### config.mk
export PLATFORM = sky130hd
export DESIGN_NAME = mem_port_arbiter_flat
export DESIGN_NICKNAME = d
export VERILOG_FILES = /design/src/rtl/mem_port_arbiter_if.sv /design/src/rtl/mem_port_arbiter.sv /design/src/flat_wrapper.sv
export SDC_FILE = /design/constraint.sdc
export NUM_CORES = 1
export LEC_CHECK = 0
export ABC_AREA = 1
export CORE_UTILIZATION = 41
export CTS_CLUSTER_SIZE = 14
export DETAILED_ROUTE_END_ITERATION = 7
export GPL_TIMING_DRIVEN = 0
export PLACE_DENSITY_LB_ADDON = 0.25
export SLEW_MARGIN = 10
export SYNTH_ARGS = -nofsm -noshare
export SYNTH_HDL_FRONTEND = slang
export SYNTH_SLANG_ARGS = --single-unit
### constraint.sdc
create_clock -name clk -period 6.02 [get_ports clk]
set_input_delay 1.806 -clock clk [delete_from_list [all_inputs] [get_ports clk]]
set_output_delay 1.806 -clock clk [all_outputs]
set_load 0.02 [all_outputs]
### src/rtl/mem_port_arbiter_if.sv
// mem_port_arbiter_if: bus bundle between the fetch/data requesters, the arbiter and the unified memory
// Signals: if_* fetch handshake, dm_* load/store handshake, mem_* memory port, stall to PC, err sticky timeout
// Modports: slave = arbiter view, master = requesters/memory view
interface mem_port_arbiter_if #(parameter int ADDR_W = 32, parameter int DATA_W = 32);
  logic              if_req;
  logic [ADDR_W-1:0] if_addr;
  logic [DATA_W-1:0] if_rdata;
  logic              if_ack;
  logic              dm_req;
  logic              dm_we;
  logic [ADDR_W-1:0] dm_addr;
  logic [DATA_W-1:0] dm_wdata;
  logic [DATA_W-1:0] dm_rdata;
  logic              dm_ack;
  logic              mem_en;
  logic              mem_we;
  logic [ADDR_W-1:0] mem_addr;
  logic [DATA_W-1:0] mem_wdata;
  logic [DATA_W-1:0] mem_rdata;
  logic              mem_ready;
  logic              stall;
  logic              err;
  modport slave (
    input  if_req, if_addr, dm_req, dm_we, dm_addr, dm_wdata, mem_rdata, mem_ready,
    output if_rdata, if_ack, dm_rdata, dm_ack, mem_en, mem_we, mem_addr, mem_wdata, stall, err
  );
  modport master (
    output if_req, if_addr, dm_req, dm_we, dm_addr, dm_wdata, mem_rdata, mem_ready,
    input  if_rdata, if_ack, dm_rdata, dm_ack, mem_en, mem_we, mem_addr, mem_wdata, stall, err
  );
endinterface

### src/rtl/mem_port_arbiter.sv
// mem_port_arbiter: round-robin sharing of one single-port memory between instruction fetch and load/store
// Ports: clk, reset (async active-high), bus (mem_port_arbiter_if.slave: fetch, data, memory, stall, err)
// Optional: define ARB_TIMEOUT_EN to abort a WAIT after TIMEOUT cycles without mem_ready (ack with rdata 0, sticky err)
module mem_port_arbiter #(
  parameter int ADDR_W  = 32,
  parameter int DATA_W  = 32,
  parameter int TIMEOUT = 16
) (
  input logic clk,
  input logic reset,
  mem_port_arbiter_if.slave bus
);
  typedef enum logic [1:0] {IDLE, IF_WAIT, DM_WAIT} state_t;
  state_t            state, state_n;
  logic              last_dm, last_dm_n;
  logic              mem_en_n, mem_we_n, if_ack_n, dm_ack_n, err_n;
  logic [ADDR_W-1:0] mem_addr_n;
  logic [DATA_W-1:0] mem_wdata_n, if_rdata_n, dm_rdata_n, rd;
  logic              if_ok, dm_ok, pick_dm, expire, done;
  // a side whose ack is high this cycle is dropping its request and must not be re-granted
  assign if_ok   = bus.if_req & ~bus.if_ack;
  assign dm_ok   = bus.dm_req & ~bus.dm_ack;
  assign pick_dm = dm_ok & (~if_ok | ~last_dm);
  assign bus.stall = if_ok | dm_ok;
`ifdef ARB_TIMEOUT_EN
  logic [7:0] cnt;
  assign expire = (state != IDLE) & ~bus.mem_ready & (cnt == 8'(TIMEOUT - 1));
  // held at zero in IDLE so every WAIT starts counting from zero
  always_ff @(posedge clk or posedge reset)
    if (reset) cnt <= '0;
    else cnt <= (state == IDLE) ? '0 : cnt + 8'd1;
`else
  assign expire = 1'b0;
`endif
  assign done = bus.mem_ready | expire;
  assign rd   = expire ? '0 : bus.mem_rdata;
  always_comb begin
    state_n     = state;
    last_dm_n   = last_dm;
    mem_en_n    = bus.mem_en;
    mem_we_n    = bus.mem_we;
    mem_addr_n  = bus.mem_addr;
    mem_wdata_n = bus.mem_wdata;
    if_rdata_n  = bus.if_rdata;
    dm_rdata_n  = bus.dm_rdata;
    if_ack_n    = 1'b0;
    dm_ack_n    = 1'b0;
    err_n       = bus.err | expire;
    if (state == IDLE) begin
      if (if_ok | dm_ok) begin
        state_n     = pick_dm ? DM_WAIT : IF_WAIT;
        last_dm_n   = pick_dm;
        mem_en_n    = 1'b1;
        mem_we_n    = pick_dm & bus.dm_we;
        mem_addr_n  = pick_dm ? bus.dm_addr : bus.if_addr;
        mem_wdata_n = pick_dm ? bus.dm_wdata : '0;
      end
    end else if (done) begin
      state_n    = IDLE;
      mem_en_n   = 1'b0;
      mem_we_n   = 1'b0;
      if_ack_n   = state == IF_WAIT;
      dm_ack_n   = state == DM_WAIT;
      if_rdata_n = (state == IF_WAIT) ? rd : bus.if_rdata;
      dm_rdata_n = (state == DM_WAIT) ? rd : bus.dm_rdata;
    end
  end
  always_ff @(posedge clk or posedge reset)
    if (reset) begin
      state         <= IDLE;
      last_dm       <= 1'b0;
      bus.mem_en    <= 1'b0;
      bus.mem_we    <= 1'b0;
      bus.mem_addr  <= '0;
      bus.mem_wdata <= '0;
      bus.if_rdata  <= '0;
      bus.dm_rdata  <= '0;
      bus.if_ack    <= 1'b0;
      bus.dm_ack    <= 1'b0;
      bus.err       <= 1'b0;
    end else begin
      state         <= state_n;
      last_dm       <= last_dm_n;
      bus.mem_en    <= mem_en_n;
      bus.mem_we    <= mem_we_n;
      bus.mem_addr  <= mem_addr_n;
      bus.mem_wdata <= mem_wdata_n;
      bus.if_rdata  <= if_rdata_n;
      bus.dm_rdata  <= dm_rdata_n;
      bus.if_ack    <= if_ack_n;
      bus.dm_ack    <= dm_ack_n;
      bus.err       <= err_n;
    end
endmodule

### src/flat_wrapper.sv
// flat-port wrapper written by rule: the top's interface ports become plain ports
module mem_port_arbiter_flat 
#(
  parameter int ADDR_W  = 32,
  parameter int DATA_W  = 32,
  parameter int TIMEOUT = 16
)
  (clk, reset, bus_if_req, bus_if_addr, bus_dm_req, bus_dm_we, bus_dm_addr, bus_dm_wdata, bus_mem_rdata, bus_mem_ready, bus_if_rdata, bus_if_ack, bus_dm_rdata, bus_dm_ack, bus_mem_en, bus_mem_we, bus_mem_addr, bus_mem_wdata, bus_stall, bus_err);
  mem_port_arbiter_if #(.ADDR_W(ADDR_W), .DATA_W(DATA_W)) bus_i ();
  input logic clk;
  input logic reset;
  input wire logic [$bits(bus_i.if_req)-1:0] bus_if_req;
  input wire logic [$bits(bus_i.if_addr)-1:0] bus_if_addr;
  input wire logic [$bits(bus_i.dm_req)-1:0] bus_dm_req;
  input wire logic [$bits(bus_i.dm_we)-1:0] bus_dm_we;
  input wire logic [$bits(bus_i.dm_addr)-1:0] bus_dm_addr;
  input wire logic [$bits(bus_i.dm_wdata)-1:0] bus_dm_wdata;
  input wire logic [$bits(bus_i.mem_rdata)-1:0] bus_mem_rdata;
  input wire logic [$bits(bus_i.mem_ready)-1:0] bus_mem_ready;
  output wire logic [$bits(bus_i.if_rdata)-1:0] bus_if_rdata;
  output wire logic [$bits(bus_i.if_ack)-1:0] bus_if_ack;
  output wire logic [$bits(bus_i.dm_rdata)-1:0] bus_dm_rdata;
  output wire logic [$bits(bus_i.dm_ack)-1:0] bus_dm_ack;
  output wire logic [$bits(bus_i.mem_en)-1:0] bus_mem_en;
  output wire logic [$bits(bus_i.mem_we)-1:0] bus_mem_we;
  output wire logic [$bits(bus_i.mem_addr)-1:0] bus_mem_addr;
  output wire logic [$bits(bus_i.mem_wdata)-1:0] bus_mem_wdata;
  output wire logic [$bits(bus_i.stall)-1:0] bus_stall;
  output wire logic [$bits(bus_i.err)-1:0] bus_err;
  assign bus_i.if_req = bus_if_req;
  assign bus_i.if_addr = bus_if_addr;
  assign bus_i.dm_req = bus_dm_req;
  assign bus_i.dm_we = bus_dm_we;
  assign bus_i.dm_addr = bus_dm_addr;
  assign bus_i.dm_wdata = bus_dm_wdata;
  assign bus_i.mem_rdata = bus_mem_rdata;
  assign bus_i.mem_ready = bus_mem_ready;
  assign bus_if_rdata = bus_i.if_rdata;
  assign bus_if_ack = bus_i.if_ack;
  assign bus_dm_rdata = bus_i.dm_rdata;
  assign bus_dm_ack = bus_i.dm_ack;
  assign bus_mem_en = bus_i.mem_en;
  assign bus_mem_we = bus_i.mem_we;
  assign bus_mem_addr = bus_i.mem_addr;
  assign bus_mem_wdata = bus_i.mem_wdata;
  assign bus_stall = bus_i.stall;
  assign bus_err = bus_i.err;
  mem_port_arbiter #(.ADDR_W(ADDR_W), .DATA_W(DATA_W), .TIMEOUT(TIMEOUT)) u_core (.clk(clk), .reset(reset), .bus(bus_i));
endmodule
Yosys cells after proc, flatten, opt, wreduce, memory -nomap -nowiden
Cells that the tools add are included.
{"block": "op_classes", "n_eq_ne": 3, "muxes": 15, "n_div": 0, "n_lt_le_gt_ge": 0, "bitwise": 11, "shift": 0, "multipliers": 0, "reduce_logical": 6, "addsub": 0}
{"operator": "$mux W32", "count": 2}
{"operator": "$mux W1", "count": 9}
{"operator": "$mux W2", "count": 4}
{"operator": "$reduce_and A3 Y1", "count": 2}
{"operator": "$not A1 Y1", "count": 5}
{"operator": "$and A1 B1 Y1", "count": 4}
{"operator": "$reduce_and A2 Y1", "count": 2}
{"operator": "$eq A2 B1 Y1 const B", "count": 1}
{"operator": "$eq A2 B2 Y1 const B", "count": 1}
{"operator": "$logic_not A2 Y1", "count": 1}
{"operator": "$ne A2 B2 Y1 const B", "count": 1}
{"operator": "$or A1 B1 Y1", "count": 2}
{"operator": "$reduce_bool A2 Y1", "count": 1}
{"block": "totals", "ramBits": 0, "ff_bits": 135, "memories": 0, "output_inout_bits": 134, "wordCells": 45, "latch_bits": 0, "rom_bits": 0, "input_bits": 134}

Longest topological paths before layout
Gate-level depths: netlist (run 1).
{"block": "depth", "ltp_word": 8, "depth_mapped": 8, "depth_no_buf": 7}

Worst setup path after synthesis (run 1)
OpenSTA, ideal clock, no wires.
{"block": "synth_path", "path_type": "input port to output port", "startpoint": "input port bus_dm_req", "endpoint": "output port bus_stall", "arrival_time_ps": 2125, "n_path_buf": 0, "setup_slack_ps": 2089, "stages": 2, "required_ps": 4214, "path_cell_list": "inv_1 -> o21ai_2"}
{"block": "synth_via", "elab_chain_len": 2}
{"item": "from (decl)", "line": "flat_wrapper.sv:14", "text": "input wire logic [$bits(bus_i.dm_req)-1:0] bus_dm_req;"}
{"item": "$and A1 B1 Y1", "line": "mem_port_arbiter.sv:22", "text": "assign dm_ok = bus.dm_req & ~bus.dm_ack;"}
{"item": "$or A1 B1 Y1", "line": "mem_port_arbiter.sv:24", "text": "assign bus.stall = if_ok | dm_ok;"}
{"item": "to (decl)", "line": "flat_wrapper.sv:28", "text": "output wire logic [$bits(bus_i.stall)-1:0] bus_stall;"}
No other way between the ends.

Worst setup path in the final report (run 1)
Ends and elaborated chain as after synthesis.

==> metrics.csv, run 1 <==
stage;metric;value;unit
place;finalWeightedCongestion;0.800;
clock_tree;cts_setup_buffers;0;
flow_run;drv_cap;0;
sta;whs;0.476;ns
logic_synthesis;synth_flop_cell;dfrtp_1;
global_route;gr-usage-all-layers;24.2;%
clock_tree;cts.sinks;135;
logic_synthesis;synth_seq_area_share;60.3;%
route;wl_per_cell;14.7;um
sta;slew_headroom;57.7;%
route;drtIter0Drc;210;
critical_path;critPathMostFrequentCell;clkdlybuf4s50_1;
outcome;status;finished, final reports clean;
die;num_rows;42;
route;vias_per_cell;4.70;
logic_synthesis;synth_top_area_share;60.3;%
route;drtPass1Iterations;4;
sta;finalClockSkew;0.00779;ns
die;core_area;13300;um^2
power_and_ir_drop;vdd_drop_max;0.297;mV
global_route;antenna_found_initial;0;
logic_synthesis;ys_top_cells_by_area;dfrtp_1 60%, nand2_1 20%, o21ai_0 6.2%;
logic_synthesis;yosys_warnings;0;
critical_path;path_max_fanout;2;
die;dieHeight;119;um
route;wl;16600;um
cells_and_area;nFillCells;1099;
die;dieArea;14100;um^2
global_route;grt-ovfl-total;0;
route;vias;5307;
critical_path;cp-end-kind;output port;
die;die_x;119;um
critical_path;path_cells;clkdlybuf4s50_1 > inv_1 > o21ai_2 > clkdlybuf4s50_1;
sta;worst_slew_pin_slew;0.634;ns
die;pin_count;268;
clock_tree;cts_tree;done;
critical_path;start_kind;input pin;
sta;setup_viol;0;
logic_synthesis;yosysTopAreaCell;dfrtp_1;
cells_and_area;drive_gt1_share;6.93;%
critical_path;crit_buf_inv;3;
critical_path;critPathKind;input pin to output port;
critical_path;crit_path_top_delay_cell;clkdlybuf4s50_1;
route;drc_errors;0;
sta;fin_crit;4.96;ns
logic_synthesis;yosysMostFrequentCell;nand2_1;
critical_path;crit_path_max_incr_delay;0.66;ns
critical_path;arrival;3.15;ns
global_route;grt_max_degree;70;
cells_and_area;areaGrowthSynthToFinish;62.5;%
cells_and_area;utilization;68.4;%
die;initial_core_util;42.1;%
logic_synthesis;syn_avg_cell_area;8.56;um^2
critical_path;crit_family;buffers and inverters;
cells_and_area;diodes;0;
logic_synthesis;netlist_area;5600;um^2
sta;maxSlewViolCount;0;
logic_synthesis;ys_ff_latch;135;
clock_tree;cts_root_buffer;clkbuf_16;
logic_synthesis;ys_top_cells_by_count;292 x nand2_1, 135 x dfrtp_1, 69 x o21ai_0;
clock_tree;clkTransAtPathRegs;0.06;ns
logic_synthesis;synthArstFlopShare;100;%
clock_tree;htreeDepth;4;
logic_synthesis;synthDistinctLibCells;17;
clock_tree;cts_resized;0;
power_and_ir_drop;power.density;548;nW/um^2
clock_tree;clock_latency;0.41;ns
sta;hold_viol;0;
critical_path;required;4.21;ns
route;detail-route-antenna-nets;0;
min_path;min_path_type;flop to flop;
power_and_ir_drop;p_leak;4.47;nW
logic_synthesis;synth_edf_count;0;
sta;rsz0062_at_grt;false;
clock_tree;cts_buffer_depth;2;
sta;fmax;202;MHz
clock_tree;numCtsBuffers;17;
clock_tree;postCtsHoldBufs;0;
place;hpwl;12100;um
logic_synthesis;netlist_instances;654;
global_route;grt_pass1_vias;5170;
place;numPortBuffers;266;
sta;finalCritPeriodShare;82.3;%
logic_synthesis;syn-num-nets;788;
cells_and_area;final_nets;1074;
global_route;grt_first_pass_wirelength;26500;um
==> per-layer routing <==
layer	part of all wire, %	up-vias	global-route usage, %
li1	-	2621	-
met1	41	2454	28.6
met2	48	210	40.1
met3	9.6	22	9.63
met4	1.5	0	8.31
met5	0	-	0
==> placed cells by master (no fill, tap or decap), types with 2 or more instances in the layout <==
master	instances
clkdlybuf4s50_1	266
dfrtp_1	135
nand2_2	2
clkinv_4	3
clkinv_2	3
o21ai_0	69
clkbuf_1	14
nand2_1	292
clkbuf_8	2
inv_2	2
inv_6	2
nand3_1	67
inv_1	40
buf_4	7
bufinv_16	2
buf_2	16
nor2_4	2
clkinvlp_4	2
buf_6	3
clkbuf_16	17
==> area by class of cell <==
cell class | instances | area [um^2] | share of cell area, %
clock buffer | 20 | 457 | 5.02
tap | 176 | 220 | 2.42
clock inverter | 11 | 125 | 1.38
buffer | 40 | 219 | 2.41
inverter | 43 | 166 | 1.83
sequential | 135 | 3380 | 37.1
multi-input combinational | 436 | 1840 | 20.2
timing repair buffer | 267 | 2690 | 29.6
==> worst reg2reg max path, cell delays in order (launching register included) <==
cell and delay (ns):
dfrtp_1 0.37, inv_1 0.10, nand3_2 0.18, nand2_2 0.23, buf_2 0.26, nand2_1 0.09
nand2_1 0.08, nand2_1 0.05, nand2_1 0.06
==> path summary, 6_finish.rpt <==
check | endpoint | depth (start not counted) | from | slack (ns)
min | u_core.bus.mem_addr[5] | 2 | u_core.bus.mem_addr[5] | 0.48
min in group asynchronous | u_core.bus.mem_wdata[19] | 2 | reset | 1.86
max | bus_stall | 4 | bus_dm_req | 1.06
min reg2reg | u_core.bus.mem_addr[5] | 2 | u_core.bus.mem_addr[5] | 0.48
max reg2reg | u_core.bus.mem_addr[13] | 8 | u_core.bus.if_ack | 4.53
max in group asynchronous | u_core.bus.if_rdata[24] | 3 | reset | 3.42
==> cells by family after synthesis <==
| logic type | after synthesis | share of synthesized area [%] |
|---|---|---|
| flip-flops | 135 | 60.3 |
| buffers and inverters | 83 | 6.79 |
| other | 1 | 0.0670 |
| AO/OA/AOI/OAI | 71 | 6.44 |
| AND/OR/NAND/NOR | 364 | 26.4 |
==> report_power, final <==
| part | internal, mW | switching, mW |
|---|---|---|
| logic | 1.07 | 1.33 |
| clock network | 0.630 | 0.383 |
| registers | 1.34 | 0.235 |
| total | 3.04 | 1.95 |
==> registers in the layout (all words and copies together) (netlist names) <==
| name | flops |
|---|---|
| u_core.bus.dm_ack | 1 |
| u_core.bus.dm_rdata | 32 |
| u_core.bus.if_ack | 1 |
| u_core.bus.if_rdata | 32 |
| u_core.bus.mem_addr | 32 |
| u_core.bus.mem_en | 1 |
| u_core.bus.mem_wdata | 32 |
| u_core.bus.mem_we | 1 |
| u_core.last_dm | 1 |
| u_core.state | 2 |
==> through the flow <==
| step | setup TNS [ns] | instances | worst slack [ns] | power (mW) | cell area (um^2) |
|---|---|---|---|---|---|
| floorplan | 0 | 654 | 0.603 | 2.79 | 5600 |
| global placement | -182.23 | 1096 | -1.36 | 3.95 | 8480 |
| detailed placement | 0 | 1097 | 1.08 | 3.99 | 8510 |
| CTS | 0 | 1128 | 1.07 | 5.03 | 9100 |
| global route | 0 | 1128 | 1.04 | 5.29 | 9100 |
| finish | 0 | 1128 | 1.06 | 4.99 | 9100 |
Note: power is estimated with default switching activity, not from simulation.
==> run 2: changes to the inputs <==
==> constraint.sdc (replaced) <==
create_clock -name clk -period 4.6 [get_ports clk]
set_input_delay 1.38 -clock clk [delete_from_list [all_inputs] [get_ports clk]]
set_output_delay 1.38 -clock clk [all_outputs]
set_load 0.02 [all_outputs]
==> run 2 against run 1 <==
Net effect:
- register-to-register slack worse by 1.4 ns
- worst hold slack about the same
- clock power is 39% higher
- clock-buffer cell count is 1 higher
- via count down 0.40%
- utilization rose by 0.50 points
- power is 32% higher
- clock skew decreased by 0.0036 ns
- flip-flop and latch count did not move
- first-iteration DRC count grew 4.8%
- sequential share of layout area fell by 0.27 points
- largest cell class unchanged
- highest routed layer unchanged
==> metrics.csv, run 2 (synthesis results as in run 1) <==
stage;metric;value;unit;change
cells_and_area;drive_gt1_share;7.23;%;was 6.93%
global_route;grt_first_pass_wirelength;26300;um;was 26500 um
clock_tree;cts.sinks;135;;unchanged
global_route;gr-usage-all-layers;23.9;%;was 24.2%
sta;slew_headroom;49.9;%;was 57.7%
outcome;status;finished, final reports clean;;unchanged
clock_tree;postCtsHoldBufs;0;;unchanged
power_and_ir_drop;p_comb_share;47.6;%;was 48.2%
place;numPortBuffers;266;;unchanged
power_and_ir_drop;p_leak;4.50;nW;was 4.47 nW
clock_tree;htreeDepth;4;;unchanged
route;wl;16300;um;was 16600 um
route;drtIter0Drc;220;;was 210
cells_and_area;areaGrowthSynthToFinish;63.6;%;was 62.5%
route;drc_errors;0;;unchanged
cells_and_area;diodes;0;;unchanged
sta;finalCritPeriodShare;89.3;%;
flow_run;drv_cap;0;;unchanged
critical_path;cp-end-kind;output port;;unchanged
critical_path;required;3.22;ns;was 4.21 ns
clock_tree;clock_latency;0.41;ns;about the same
global_route;grt_max_degree;39;;was 70
cells_and_area;final_cell_mix;292 x nand2_1, 266 x clkdlybuf4s50_1, 135 x dfrtp_1, 69 x o21ai_0, 67 x nand3_1;;unchanged
power_and_ir_drop;p_switching;2.54;mW;was 1.95 mW
global_route;antenna_found_initial;0;;unchanged
sta;fmax;243;MHz;
place;hpwl;12000;um;was 12100 um
clock_tree;cts_setup_buffers;0;;unchanged
place;finalWeightedCongestion;0.828;;was 0.800
global_route;grt-ovfl-total;0;;unchanged
clock_tree;cts_root_buffer;clkbuf_16;;unchanged
route;detail-route-antenna-nets;0;;unchanged
sta;setup_viol;0;;unchanged
die;initial_core_util;42.1;%;unchanged
cells_and_area;final-seq-area;3380;um^2;unchanged
sta;rsz0062_at_grt;false;;unchanged
clock_tree;cts_tree;done;;unchanged
route;drtPass1Iterations;4;;unchanged
clock_tree;cts_buffer_depth;2;;unchanged
route;wl_per_cell;14.4;um;was 14.7 um
critical_path;r2r_cells;8;;unchanged
die;core_area;13300;um^2;unchanged
sta;finalClockSkew;0.00417;ns;was 0.00779 ns
die;pin_count;268;;unchanged
clock_tree;clkTransAtPathRegs;0.05;ns;was 0.06 ns
cells_and_area;multiInputGateArea;1840;um^2;unchanged
cells_and_area;layout_commonest_cell;nand2_1;;unchanged
cells_and_area;final_nets;1076;;was 1074
critical_path;path_max_fanout;2;;unchanged
sta;hold_viol;0;;unchanged
critical_path;critPathKind;input pin to output port;;unchanged
power_and_ir_drop;pwr-share-seq;31.2;%;was 31.5%
sta;maxSlewViolCount;0;;unchanged
sta;fin_setup_tns;0;ns;unchanged
cells_and_area;nFillCells;1068;;was 1099
die;dieHeight;119;um;unchanged
clock_tree;numCtsBuffers;17;;unchanged
die;die_x;119;um;unchanged
route;vias;5286;;was 5307
power_and_ir_drop;p_sw_share;38.5;%;was 39.1%
sta;worst_slew_pin_slew;0.749;ns;was 0.634 ns
power_and_ir_drop;vdd_drop_max;0.372;mV;was 0.297 mV
die;dieArea;14100;um^2;unchanged
route;vias_per_cell;4.67;;was 4.70
min_path;min_path_type;flop to flop;;unchanged
die;num_rows;42;;unchanged
power_and_ir_drop;total_power;6.58;mW;was 4.99 mW
sta;fin_crit;4.11;ns;
global_route;grt_pass1_vias;5139;;was 5170
critical_path;arrival;2.73;ns;was 3.15 ns
min_path;hold-path-cell-count;2;;unchanged
clock_tree;cts_resized;0;;unchanged
power_and_ir_drop;power.density;719;nW/um^2;was 548 nW/um^2
power_and_ir_drop;clkPwrFrac;21.2;%;was 20.3%
power_and_ir_drop;internal_power;4.05;mW;was 3.04 mW
critical_path;start_kind;input pin;;unchanged
[run 2: final cells by class]
class | count | area share [%]
flip-flops and latches | 135 | 36.9
clock inverters | 11 | 1.60
multi-input cells | 436 | 20.1
plain buffers | 40 | 2.39
inverters | 43 | 1.80
well taps | 176 | 2.40
repair buffers | 269 | 29.7
clock buffers | 21 | 5.13
[run 2: worst paths after layout]
kind / from / to / slack [ns]
worst max-delay path: bus_dm_req / bus_stall / 0.49
worst min-delay path: u_core.bus.mem_addr[28] / u_core.bus.mem_addr[28] / 0.48
worst max register to register: u_core.bus.if_ack / u_core.bus.mem_addr[22] / 3.14
worst min register to register: u_core.bus.mem_addr[28] / u_core.bus.mem_addr[28] / 0.48
max in group asynchronous: reset / u_core.bus.mem_wdata[13] / 2.29
min in group asynchronous: reset / u_core.bus.mem_addr[16] / 1.44
[run 2: routing by layer]
layer / routed length (um) / vias up / part of all wire (%) / global-route usage (%)
li1: - / 2629 / - / -
met1: 6920 / 2440 / 43 / 29.9
met2: 7700 / 196 / 47 / 38.7
met3: 1370 / 21 / 8.4 / 8.09
met4: 272 / 0 / 1.7 / 7.91
met5: 0 / - / 0 / 0
[run 2: metrics by stage]
step | hold slack, ns | std cells | instance area, um^2 | setup slack (ns) | util, %
after floorplan | 0.473 | 654 | 5600 | 1.52 | -
after global placement | 0.461 | 1096 | 8490 | 0.302 | 63.8
after detailed placement | 0.464 | 1099 | 8550 | 0.478 | 64.3
after CTS | 0.480 | 1131 | 9160 | 0.483 | 68.9
after global routing | 0.493 | 1131 | 9160 | 0.412 | 68.9
final | 0.476 | 1131 | 9160 | 0.491 | 68.9
[run 2: critical path, stage by stage]
cell and delay (ns):
clkdlybuf4s50_1 0.45, inv_1 0.07, o21ai_2 0.15, clkdlybuf4s50_1 0.67
[run 2: power groups by stage]
stage	Clock, mW	Sequential [mW]	Combinational, mW
3_5_place_dp	0	2.06	3.16
5_1_grt	1.48	2.12	3.39
4_1_cts	1.42	2.06	3.17
6_report	1.40	2.06	3.13
2_1_floorplan	0	2.71	0.941
3_3_place_gp	0	2.05	3.12
